==> config.mk <==
export PLATFORM = sky130hd
export DESIGN_NAME = rst_sequencer_flat
export DESIGN_NICKNAME = d
export VERILOG_FILES = /design/src/rtl/rst_sequencer_pkg.sv /design/src/rtl/rst_sequencer_if.sv /design/src/rtl/rst_sequencer_rst_sync.sv /design/src/rtl/rst_sequencer.sv /design/src/flat_wrapper.sv
export SDC_FILE = /design/constraint.sdc
export NUM_CORES = 1
export LEC_CHECK = 0
export ABC_CLOCK_PERIOD_IN_PS = 2100
export CAP_MARGIN = 5
export CORE_MARGIN = 10
export CORE_UTILIZATION = 53
export DETAILED_ROUTE_END_ITERATION = 10
export GPL_TIMING_DRIVEN = 0
export PLACE_DENSITY = 0.73
export SLEW_MARGIN = 20
export SYNTH_ARGS = -nofsm -noshare
export SYNTH_HDL_FRONTEND = slang
export SYNTH_SLANG_ARGS = --single-unit
==> constraint.sdc <==
create_clock -name sys_clk -period 2.1 [get_ports sys_clk]
set_input_delay 0.21 -clock sys_clk [delete_from_list [all_inputs] [get_ports sys_clk]]
set_output_delay 0.21 -clock sys_clk [all_outputs]
set_load 0.05 [all_outputs]
==> src/rtl/rst_sequencer_pkg.sv <==
// Shared types and helpers for the staged reset sequencer.
package rst_sequencer_pkg;

  // Sequencer FSM states.
  typedef enum logic [2:0] {
    ST_SYNC    = 3'd0,
    ST_HOLD    = 3'd1,
    ST_RELEASE = 3'd2,
    ST_DONE    = 3'd3,
    ST_SOFT    = 3'd4
  } rst_seq_state_t;

  // Larger of two integers; sizes the shared hold/step counter.
  function automatic int max(input int a, input int b);
    return (a > b) ? a : b;
  endfunction

endpackage

==> src/rtl/rst_sequencer_if.sv <==
// Soft-reset handshake and staged reset outputs of the reset sequencer.
// master: the requester / reset consumer side; slave: the sequencer.
interface rst_sequencer_if #(
  parameter int NUM_OUT = 3
);
  logic               soft_rst_req;
  logic               soft_rst_ack;
  logic [NUM_OUT-1:0] rst_out_n;
  logic               seq_done;

  modport master (
    output soft_rst_req,
    input  soft_rst_ack,
    input  rst_out_n,
    input  seq_done
  );

  modport slave (
    input  soft_rst_req,
    output soft_rst_ack,
    output rst_out_n,
    output seq_done
  );
endinterface

==> src/rtl/rst_sequencer_rst_sync.sv <==
// Asynchronous-assert / synchronous-deassert reset flop chain.
module rst_sync #(
  parameter int STAGES = 1
) (
  input  logic clk,
  input  logic rst_n,
  output logic sync_rst_n
);
  localparam logic [STAGES-1:0] ONE = STAGES'(1);

  logic [STAGES-1:0] chain_r;

  // Shift ones in after reset release; clear the whole chain asynchronously.
  always_ff @(posedge clk or negedge rst_n) begin
    if (!rst_n) begin
      chain_r <= '0;
    end else begin
      chain_r <= (chain_r << 1) | ONE;
    end
  end

  assign sync_rst_n = chain_r[STAGES-1];
endmodule

==> src/rtl/rst_sequencer.sv <==
// Staged reset sequencer: async assertion, synchronized release of the
// block resets in index order, and a four-phase soft-reset handshake.
module rst_sequencer
  import rst_sequencer_pkg::*;
#(
  parameter int NUM_OUT     = 3,
  parameter int SYNC_STAGES = 2,
  parameter int HOLD_CYC    = 4,
  parameter int STEP_DLY    = 8
) (
  input  logic            sys_clk,
  input  logic            sys_rst_n,
  rst_sequencer_if.slave  bus
);
  localparam int CNT_W = $clog2(max(HOLD_CYC, STEP_DLY) + 1);
  localparam int IDX_W = (NUM_OUT > 1) ? $clog2(NUM_OUT) : 1;
  localparam logic [CNT_W-1:0] HOLD_LOAD = CNT_W'(HOLD_CYC - 1);
  localparam logic [CNT_W-1:0] STEP_LOAD = CNT_W'(STEP_DLY - 1);
  localparam logic [CNT_W-1:0] CNT_ZERO  = CNT_W'(0);
  localparam logic [IDX_W-1:0] LAST_IDX  = IDX_W'(NUM_OUT - 1);

  if (NUM_OUT < 1)     begin : g_bad_num   $fatal(1, "rst_sequencer: NUM_OUT must be >= 1");     end
  if (SYNC_STAGES < 2) begin : g_bad_sync  $fatal(1, "rst_sequencer: SYNC_STAGES must be >= 2"); end
  if (HOLD_CYC < 1)    begin : g_bad_hold  $fatal(1, "rst_sequencer: HOLD_CYC must be >= 1");    end
  if (STEP_DLY < 1)    begin : g_bad_step  $fatal(1, "rst_sequencer: STEP_DLY must be >= 1");    end

  rst_seq_state_t     state_r, state_s;
  logic [CNT_W-1:0]   cnt_r, cnt_s;
  logic [IDX_W-1:0]   idx_r, idx_s;
  logic [NUM_OUT-1:0] rst_out_n_r, rst_out_n_s;
  logic               seq_done_r, seq_done_s;
  logic               ack_r, ack_s;
  logic               sync_rst_n_s;

  // The FSM state register is the final synchronizer stage, so the chain
  // itself is one flop shorter than SYNC_STAGES.
  rst_sync #(.STAGES(SYNC_STAGES - 1)) u_sync (
    .clk        (sys_clk),
    .rst_n      (sys_rst_n),
    .sync_rst_n (sync_rst_n_s)
  );

  // State, counter, index and all outputs; everything asserts asynchronously.
  always_ff @(posedge sys_clk or negedge sys_rst_n) begin
    if (!sys_rst_n) begin
      state_r     <= ST_SYNC;
      cnt_r       <= CNT_ZERO;
      idx_r       <= '0;
      rst_out_n_r <= '0;
      seq_done_r  <= 1'b0;
      ack_r       <= 1'b0;
    end else begin
      state_r     <= state_s;
      cnt_r       <= cnt_s;
      idx_r       <= idx_s;
      rst_out_n_r <= rst_out_n_s;
      seq_done_r  <= seq_done_s;
      ack_r       <= ack_s;
    end
  end

  // Next-state and next-output logic; counter reloads on each state entry
  // and only decrements while non-zero.
  always_comb begin
    state_s     = state_r;
    cnt_s       = cnt_r;
    idx_s       = idx_r;
    rst_out_n_s = rst_out_n_r;
    seq_done_s  = seq_done_r;
    ack_s       = ack_r;
    case (state_r)
      ST_SYNC: begin
        if (sync_rst_n_s) begin
          state_s = ST_HOLD;
          cnt_s   = HOLD_LOAD;
          idx_s   = '0;
        end else begin
          state_s = ST_SYNC;
        end
      end
      ST_HOLD: begin
        if (cnt_r == CNT_ZERO) begin
          rst_out_n_s[0] = 1'b1;
          if (NUM_OUT == 1) begin
            state_s    = ST_DONE;
            seq_done_s = 1'b1;
            cnt_s      = CNT_ZERO;
          end else begin
            state_s = ST_RELEASE;
            cnt_s   = STEP_LOAD;
            idx_s   = IDX_W'(1);
          end
        end else begin
          cnt_s = cnt_r - CNT_W'(1);
        end
      end
      ST_RELEASE: begin
        if (cnt_r == CNT_ZERO) begin
          rst_out_n_s[idx_r] = 1'b1;
          if (idx_r == LAST_IDX) begin
            state_s    = ST_DONE;
            seq_done_s = 1'b1;
            cnt_s      = CNT_ZERO;
          end else begin
            idx_s = idx_r + IDX_W'(1);
            cnt_s = STEP_LOAD;
          end
        end else begin
          cnt_s = cnt_r - CNT_W'(1);
        end
      end
      ST_DONE: begin
        if (bus.soft_rst_req) begin
          state_s     = ST_SOFT;
          rst_out_n_s = '0;
          seq_done_s  = 1'b0;
          ack_s       = 1'b1;
          cnt_s       = CNT_ZERO;
        end else begin
          state_s = ST_DONE;
        end
      end
      ST_SOFT: begin
        if (!bus.soft_rst_req) begin
          state_s = ST_HOLD;
          ack_s   = 1'b0;
          cnt_s   = HOLD_LOAD;
          idx_s   = '0;
        end else begin
          state_s = ST_SOFT;
        end
      end
      default: begin
        state_s     = ST_SYNC;
        cnt_s       = CNT_ZERO;
        idx_s       = '0;
        rst_out_n_s = '0;
        seq_done_s  = 1'b0;
        ack_s       = 1'b0;
      end
    endcase
  end

  assign bus.rst_out_n    = rst_out_n_r;
  assign bus.seq_done     = seq_done_r;
  assign bus.soft_rst_ack = ack_r;
endmodule

==> src/flat_wrapper.sv <==
// flat-port wrapper written by rule: the top's interface ports become plain ports
module rst_sequencer_flat import rst_sequencer_pkg::*;
#(
  parameter int NUM_OUT     = 3,
  parameter int SYNC_STAGES = 2,
  parameter int HOLD_CYC    = 4,
  parameter int STEP_DLY    = 8
)
  (sys_clk, sys_rst_n, bus_soft_rst_req, bus_soft_rst_ack, bus_rst_out_n, bus_seq_done);
  rst_sequencer_if #(.NUM_OUT(NUM_OUT)) bus_i ();
  input  logic sys_clk;
  input  logic sys_rst_n;
  input wire logic [$bits(bus_i.soft_rst_req)-1:0] bus_soft_rst_req;
  output wire logic [$bits(bus_i.soft_rst_ack)-1:0] bus_soft_rst_ack;
  output wire logic [$bits(bus_i.rst_out_n)-1:0] bus_rst_out_n;
  output wire logic [$bits(bus_i.seq_done)-1:0] bus_seq_done;
  assign bus_i.soft_rst_req = bus_soft_rst_req;
  assign bus_soft_rst_ack = bus_i.soft_rst_ack;
  assign bus_rst_out_n = bus_i.rst_out_n;
  assign bus_seq_done = bus_i.seq_done;
  rst_sequencer #(.NUM_OUT(NUM_OUT), .SYNC_STAGES(SYNC_STAGES), .HOLD_CYC(HOLD_CYC), .STEP_DLY(STEP_DLY)) u_core (.sys_clk(sys_clk), .sys_rst_n(sys_rst_n), .bus(bus_i));
endmodule
==> impl_results.md, run 1 <==
* Status: finished, final reports clean
* Post-CTS sizing at 0
* First-pass GRT wire length at 3090 µm
* Max_cap viols at 0
* Ys Warns at 0
* Max Fclk at ~550 MHz
* Simple-gate share of the synthesized area at 20.1%
* Synth Area in Compound Gates at a little over a quarter
* Synthesized area at 923 µm²
* Worst Clk Skew at 0.00178 ns
* Setup TNS at 0 ns
* Cell count after synthesis at 101
* Post-CTS setup buffer count at 0
* Post-CTS Hold Fix Bufs at 0
* CP arrival at 2.00 ns
* Seq cells post-synth at 15
* Worst Tran Pin Value at around 0.65 ns
* CP Buf/Inv Count at 1
* Pre-Repair DR Iteration Count at 4
* Clk root buf: clkbuf_4
* Starting DRT DRC Count at 28
* Slowest cell delay on critical path at about 0.42 ns
* DRC Markers at 0
* Antenna cells at 0
* Mean Syn Cell Area at 9.14 µm²
* FFs w/ async S/R, synth at 100%
* Area leader, netlist: dfrtp_1
* Post-route ant nets at 0
* Routed WL at approximately 1900 µm
* CTS clock-pin slew for the worst setup and hold paths at 0.08 ns
* Final setup vio count at 0
* Initial antenna violation count at 0
* Slew Viols, Final at 0
* Nets at 119
* Synth cell count leaders: 15 x dfrtp_1, 10 x nand2_1, 9 x o21ai_0
* Layout cells sized above 1 at around 14%
* Per-cell routed wire length at 14.5 µm
* CP Launch Type: flop
* Placer Congestion at 0.840
* Number of core rows at 15
* Starting Density at 54.7%
* Critical Path Fanout Max at 7
* PD cells at 1490 nW/µm²
* Total GRT Usage at 10.8%
* Via count at about 770
* Fillers at 150
* Critical path cell sequence: inv_1 > ha_1 > nor3b_4 > a21boi_1 > o21bai_1 > a221o_1
* Area of the core at 1690 µm²
* P_leak at 0.467 nW
* Post-synthesis xor/xnor area fraction at 0.949%
* Vias in the first global route at 683
* Via-to-Cell Ratio at 5.99
* Worst Path Required at 2.28 ns
* Seq/Total Area, Yosys at 40.7%
* Crit-path leading delay family: compound AO/OA/AOI/OAI gates
* Synth Net Count at 108
* Final hold vios at 0
* Number of synthesized flops with an enable pin at 0
* Port Buffers at 6
* Largest net degree at the start of global routing at 16
* CTS tree: done
* Post-synthesis mux area share at 0%
* Die height at between 60 and 70 µm
* I/O Pins at 8
* RSZ-0062 raised after global routing: no
* Nature of the critical path endpoint: flop
* Design area at 1030 µm²
* Part of the cycle the worst path needs at between 80 and 90%
* Min cycle time layout at 1.82 ns
* Rel. slew slack at 56.6%
* Main combinational cell family by area after synthesis: compound AO/OA/AOI/OAI gates
* Clock Sink Count at 15
* Ys flop type: dfrtp_1
* Clock buffer depth at 2
* Most frequent cell after synthesis: dfrtp_1
* CTS Buf Count at 3
* Skew-Pair Late Insertion Delay at 0.29 ns
* Die Area at 3810 µm²
* Crit path kind: reg2reg
* Slowest stage cell on the critical path: dfrtp_1
* Area Growth Syn to Fin at 11.7%
* Post-DP HPWL at 1420 µm
* Top cell type's share of synthesized area at 40.7%
* Main area contributors after synthesis: dfrtp_1 41%, ha_1 5.4%, o21ai_0 4.9%
* Adder-cell share of the synthesized area at 5.42%
* Tightest Hold Check Type: in2reg
* DP Area at 1000 µm²
* Synth unique cells at 39
* CTS HTree Levels at 1
* Die width at 61.7 µm
* Grt ovf at 0
* Max IR drop VDD at 0.769 mV
==> worst min-delay path, delay by kind of cell <==
kind	cells	cell delay (ns)
AOI/OAI and AO/OA	1	0.07
buffers and inverters	1	0.15
and+or+nand+nor	1	0.07
==> registers in the layout (all words and copies together), names as in the netlist <==
signal / cells
u_core.bus.rst_out_n: 3
u_core.bus.seq_done: 1
u_core.bus.soft_rst_ack: 1
u_core.cnt_r: 4
u_core.idx_r: 2
u_core.state_r: 3
u_core.u_sync.sync_rst_n: 1
==> cell families (layout without fill, tap and decap cells) <==
kind of cell / after synthesis / after routing
AOI/OAI and AO/OA: 36 / 36
DFF: 15 / 15
adders and majority gates: 4 / 4
buffers and inverters: 12 / 22
xor gates and xnor gates: 1 / 1
other: 1 / 1
and+or+nand+nor: 32 / 32
==> layout by cell type, fill, tap and decap left out, types with 5 or more instances in the layout <==
| master | n |
|---|---|
| a21oi_1 | 6 |
| inv_1 | 5 |
| dfrtp_1 | 15 |
| clkdlybuf4s50_1 | 6 |
| nor2_1 | 5 |
| nand2_1 | 10 |
| o21ai_0 | 9 |
==> per-layer routing <==
metal,wire length [µm],GRT usage [%],up-vias
met5,0,0,-
met4,30,5.73,0
met2,873,16.8,20
met3,100,2.03,3
li1,-,-,386
met1,854,13.7,358
==> final timing paths <==
check	startpoint	to	slack (ns)	cells past startpoint
max in group asynchronous	sys_rst_n	u_core.cnt_r[3]$_DFFE_PN0P_	1.37	1
min	bus_soft_rst_req	u_core.bus.soft_rst_ack$_DFFE_PN0P_	0.26	3
min reg2reg	u_core.bus.seq_done$_DFFE_PN0P_	u_core.bus.seq_done$_DFFE_PN0P_	0.49	1
min in group asynchronous	sys_rst_n	u_core.bus.soft_rst_ack$_DFFE_PN0P_	0.32	1
max reg2reg	u_core.cnt_r[0]$_DFFE_PN0P_	u_core.cnt_r[0]$_DFFE_PN0P_	0.28	6
max	u_core.cnt_r[0]$_DFFE_PN0P_	u_core.cnt_r[0]$_DFFE_PN0P_	0.28	6
==> report_power, final <==
part	leakage, nW	switching, W	internal (W)
Clock	0.0150	0.0000912	0.0000739
Sequential	0.191	0.0000980	0.000389
Combinational	0.261	0.000514	0.000372
Total	0.467	0.000703	0.000835
==> metrics by stage <==
stage          utilization, %  power [W]  worst slack [ns]  hold WS (ns)  std cells
4_1_cts                  61.0    0.00154             0.286         0.253        128
5_1_grt                  61.0    0.00167             0.156         0.261        128
3_3_place_gp             59.5    0.00136             0.305         0.459        124
6_report                 61.0    0.00154             0.279         0.255        128
2_1_floorplan               -    0.00117             0.503       -0.0856        101
3_5_place_dp             59.5    0.00138             0.300         0.474        124
==> cell type report <==
cell class              instances  area, µm²  share of cell area [%]
plain buffers                   6       35.0                    3.40
flip-flops and latches         15        375                    36.4
multi-input cells              74        488                    47.3
inverters                       6       25.0                    2.43
repair buffers                  6       60.1                    5.83
well taps                      17       21.3                    2.06
clock buffers                   4       26.3                    2.55
Note: power is estimated with default switching activity, not from simulation.
==> inputs of run 2 (changes only) <==
DONT_BUFFER_PORTS = 1   (was not set)
PLACE_DENSITY = 0.67   (was 0.73)
==> impl_results.md, run 2 (synthesis results as in run 1) <==
* Setup TNS at 0 ns (unchanged)
* P_leak at 0.449 nW (was 0.467 nW)
* Starting DRT DRC Count at 30 (was 28)
* Skew-Pair Late Insertion Delay at 0.28 ns (was 0.29 ns)
* Slew Viols, Final at 0 (unchanged)
* Cell total after placement at 118 (was 124)
* M1 WL at 848 µm (was 854 µm)
* Sw Pwr at 0.000702 W (was 0.000703 W)
* Number of core rows at 15 (unchanged)
* Post-CTS setup buffer count at 0 (unchanged)
* Worst Tran Pin Value at 0.674 ns (was 0.649 ns)
* Slowest cell delay on critical path at 0.42 ns (about the same)
* Post-route ant nets at 0 (unchanged)
* Sequential group share of total power at 39.3% (was 31.7%)
* Post-CTS sizing at 0 (unchanged)
* Clk root buf: clkbuf_4 (unchanged)
* Initial antenna violation count at 0 (unchanged)
* Final setup vio count at 0 (unchanged)
* Area of the core at 1690 µm² (unchanged)
* Met2 routed WL at 843 µm (was 873 µm)
* Tightest Hold Check Type: in2reg (unchanged)
* Nature of the critical path endpoint: flop (unchanged)
* Per-cell routed wire length at 15.0 µm (was 14.5 µm)
* Fin Hold WS at 0.265 ns (was 0.255 ns)
* DP Area at 945 µm² (was 1000 µm²)
* Port Buffers at 0 (was 6)
* Area Growth Syn to Fin at 6.23% (was 11.7%)
* Worst Path Required at 2.28 ns (about the same)
* RSZ-0062 raised after global routing: no (unchanged)
* Die Area at 3810 µm² (unchanged)
* Final Core Density at 58.1% (was 61.0%)
* Clock Sink Count at 15 (unchanged)
* Nets at 114 (was 119)
* Die height at 61.7 µm (unchanged)
* Commonest non-fill, non-tap cell in the layout: dfrtp_1 (unchanged)
* Final hold vios at 0 (unchanged)
* Critical path cell sequence: inv_1 > ha_1 > nor3b_4 > a21boi_1 > o21bai_1 > a221o_1 (unchanged)
* Area of the multi-input gates at 488 µm² (unchanged)
* Clock buffer depth at 2 (unchanged)
* Rel. slew slack at 54.9% (was 56.6%)
* Switch share at 47.1% (was 45.7%)
* Int Power at 0.000789 W (was 0.000835 W)
* DRC Markers at 0 (unchanged)
* CTS HTree Levels at 1 (unchanged)
* Met3 Wirelength at 126 µm (was 100 µm)
* Max Fclk at 558 MHz (was 549 MHz)
* Post-route insts no fill at 123 (was 128)
* Max IR drop VDD at 0.730 mV (was 0.769 mV)
* Status: finished, final reports clean (unchanged)
* Die width at 61.7 µm (unchanged)
* Design area at 981 µm² (was 1030 µm²)
* PD cells at 1520 nW/µm² (was 1490 nW/µm²)
* Storage cell area at 375 µm² (unchanged)
* CP Launch Type: flop (unchanged)
* Max reg flops at 4 (unchanged)
* Part of the cycle the worst path needs at 85.4% (was 86.7%)
* CP arrival at 1.97 ns (was 2.00 ns)
* DR top layer: met4 (unchanged)
* Antenna cells at 0 (unchanged)
* Pre-Repair DR Iteration Count at 4 (unchanged)
* I/O Pins at 8 (unchanged)
* Crit path kind: reg2reg (unchanged)
* Slowest stage cell on the critical path: dfrtp_1 (unchanged)
* Via-to-Cell Ratio at 6.06 (was 5.99)
* Logic gate share of total power at 49.5% (was 57.6%)
* Vias in the first global route at 702 (was 683)
* Grt ovf at 0 (unchanged)
* CTS clock-pin slew for the worst setup and hold paths at 0.09 ns (was 0.08 ns)
* Placer Congestion at 0.801 (was 0.840)
* Min cycle time layout at 1.79 ns (was 1.82 ns)
* First-pass GRT wire length at 3280 µm (was 3090 µm)
* Routed WL at 1840 µm (was 1860 µm)
* Clock share of power at 11.2% (was 10.7%)
* Fillers at 142 (was 150)
* Critical Path Fanout Max at 7 (unchanged)
* Largest net degree at the start of global routing at 16 (unchanged)
* Starting Density at 54.7% (unchanged)
* Max_cap viols at 0 (unchanged)
* Total GRT Usage at 11.2% (was 10.8%)
* Biggest register: u_core.cnt_r (unchanged)
* Most frequent cells in the layout: 15 x dfrtp_1, 10 x nand2_1, 9 x o21ai_0 (unchanged)
* CTS tree: done (unchanged)
* Post-DP HPWL at 1380 µm (was 1420 µm)
* Worst Clk Skew at 0.00162 ns (was 0.00178 ns)
* Via count at 745 (was 767)
* CTS Buf Count at 3 (unchanged)
* Layout cells sized above 1 at 14.2% (was 13.5%)
run 2: changes by cell type in the layout (fill, tap and decap cells not counted):
cell / delta
dlygate4sd3_1: +1
clkdlybuf4s50_1: -6
run 2: layer usage:
metal	vias to the layer above	global-route usage (%)
met5	-	0
met4	0	3.82
met3	4	2.64
met2	25	17.0
met1	338	15.2
li1	378	-
run 2: worst max-delay path, delay by kind of cell, from the launching register on:
| family | cells | cell delay (ns) |
|---|---|---|
| DFF | 1 | 0.42 |
| and+or+nand+nor | 1 | 0.34 |
| buffers and inverters | 1 | 0.07 |
| adders and majority gates | 1 | 0.21 |
| AOI/OAI and AO/OA | 3 | 0.64 |
run 2: final cells by class:
cell class	instances	area share (%)
flip-flops and latches	15	38.3
plain buffers	6	3.57
clock buffers	4	2.68
inverters	6	2.55
well taps	17	2.17
multi-input cells	74	49.7
repair buffers	1	1.02
run 2: repair_timing:
item | in CTS | in global routing
setup endpoints to repair | 0 | 0
hold buffers | 1 | 0
hold endpoints to repair | 15 | 0
run 2: power by group through the flow:
stage | sequential [W] | clock, W | combinational, W
CTS | 0.000589 | 0.000171 | 0.000734
global route | 0.000604 | 0.000185 | 0.000843
detailed placement | 0.000596 | 0 | 0.000724
finish | 0.000587 | 0.000167 | 0.000738
global placement | 0.000592 | 0 | 0.000709
floorplan | 0.000572 | 0 | 0.000597
run 2: stage by stage:
| step | worst slack, ns | total power (W) |
|---|---|---|
| 5_1_grt | 0.206 | 0.00163 |
| 6_report | 0.307 | 0.00149 |
| 3_3_place_gp | 0.306 | 0.00130 |
| 3_5_place_dp | 0.323 | 0.00132 |
| 2_1_floorplan | 0.503 | 0.00117 |
| 4_1_cts | 0.304 | 0.00149 |
run 2: final timing paths:
| check | to | slack (ns) | cells past startpoint | start |
|---|---|---|---|---|
| setup reg to reg | u_core.cnt_r[0]$_DFFE_PN0P_ | 0.31 | 6 | u_core.cnt_r[0]$_DFFE_PN0P_ |
| hold / removal | u_core.state_r[2]$_DFFE_PN0P_ | 0.27 | 2 | bus_soft_rst_req |
| setup / recovery | u_core.cnt_r[0]$_DFFE_PN0P_ | 0.31 | 6 | u_core.cnt_r[0]$_DFFE_PN0P_ |
| hold reg to reg | u_core.cnt_r[1]$_DFFE_PN0P_ | 0.56 | 1 | u_core.cnt_r[1]$_DFFE_PN0P_ |
| max in group asynchronous | u_core.bus.seq_done$_DFFE_PN0P_ | 1.28 | 1 | sys_rst_n |
| min in group asynchronous | u_core.bus.rst_out_n[0]$_DFFE_PN0P_ | 0.40 | 1 | sys_rst_n |
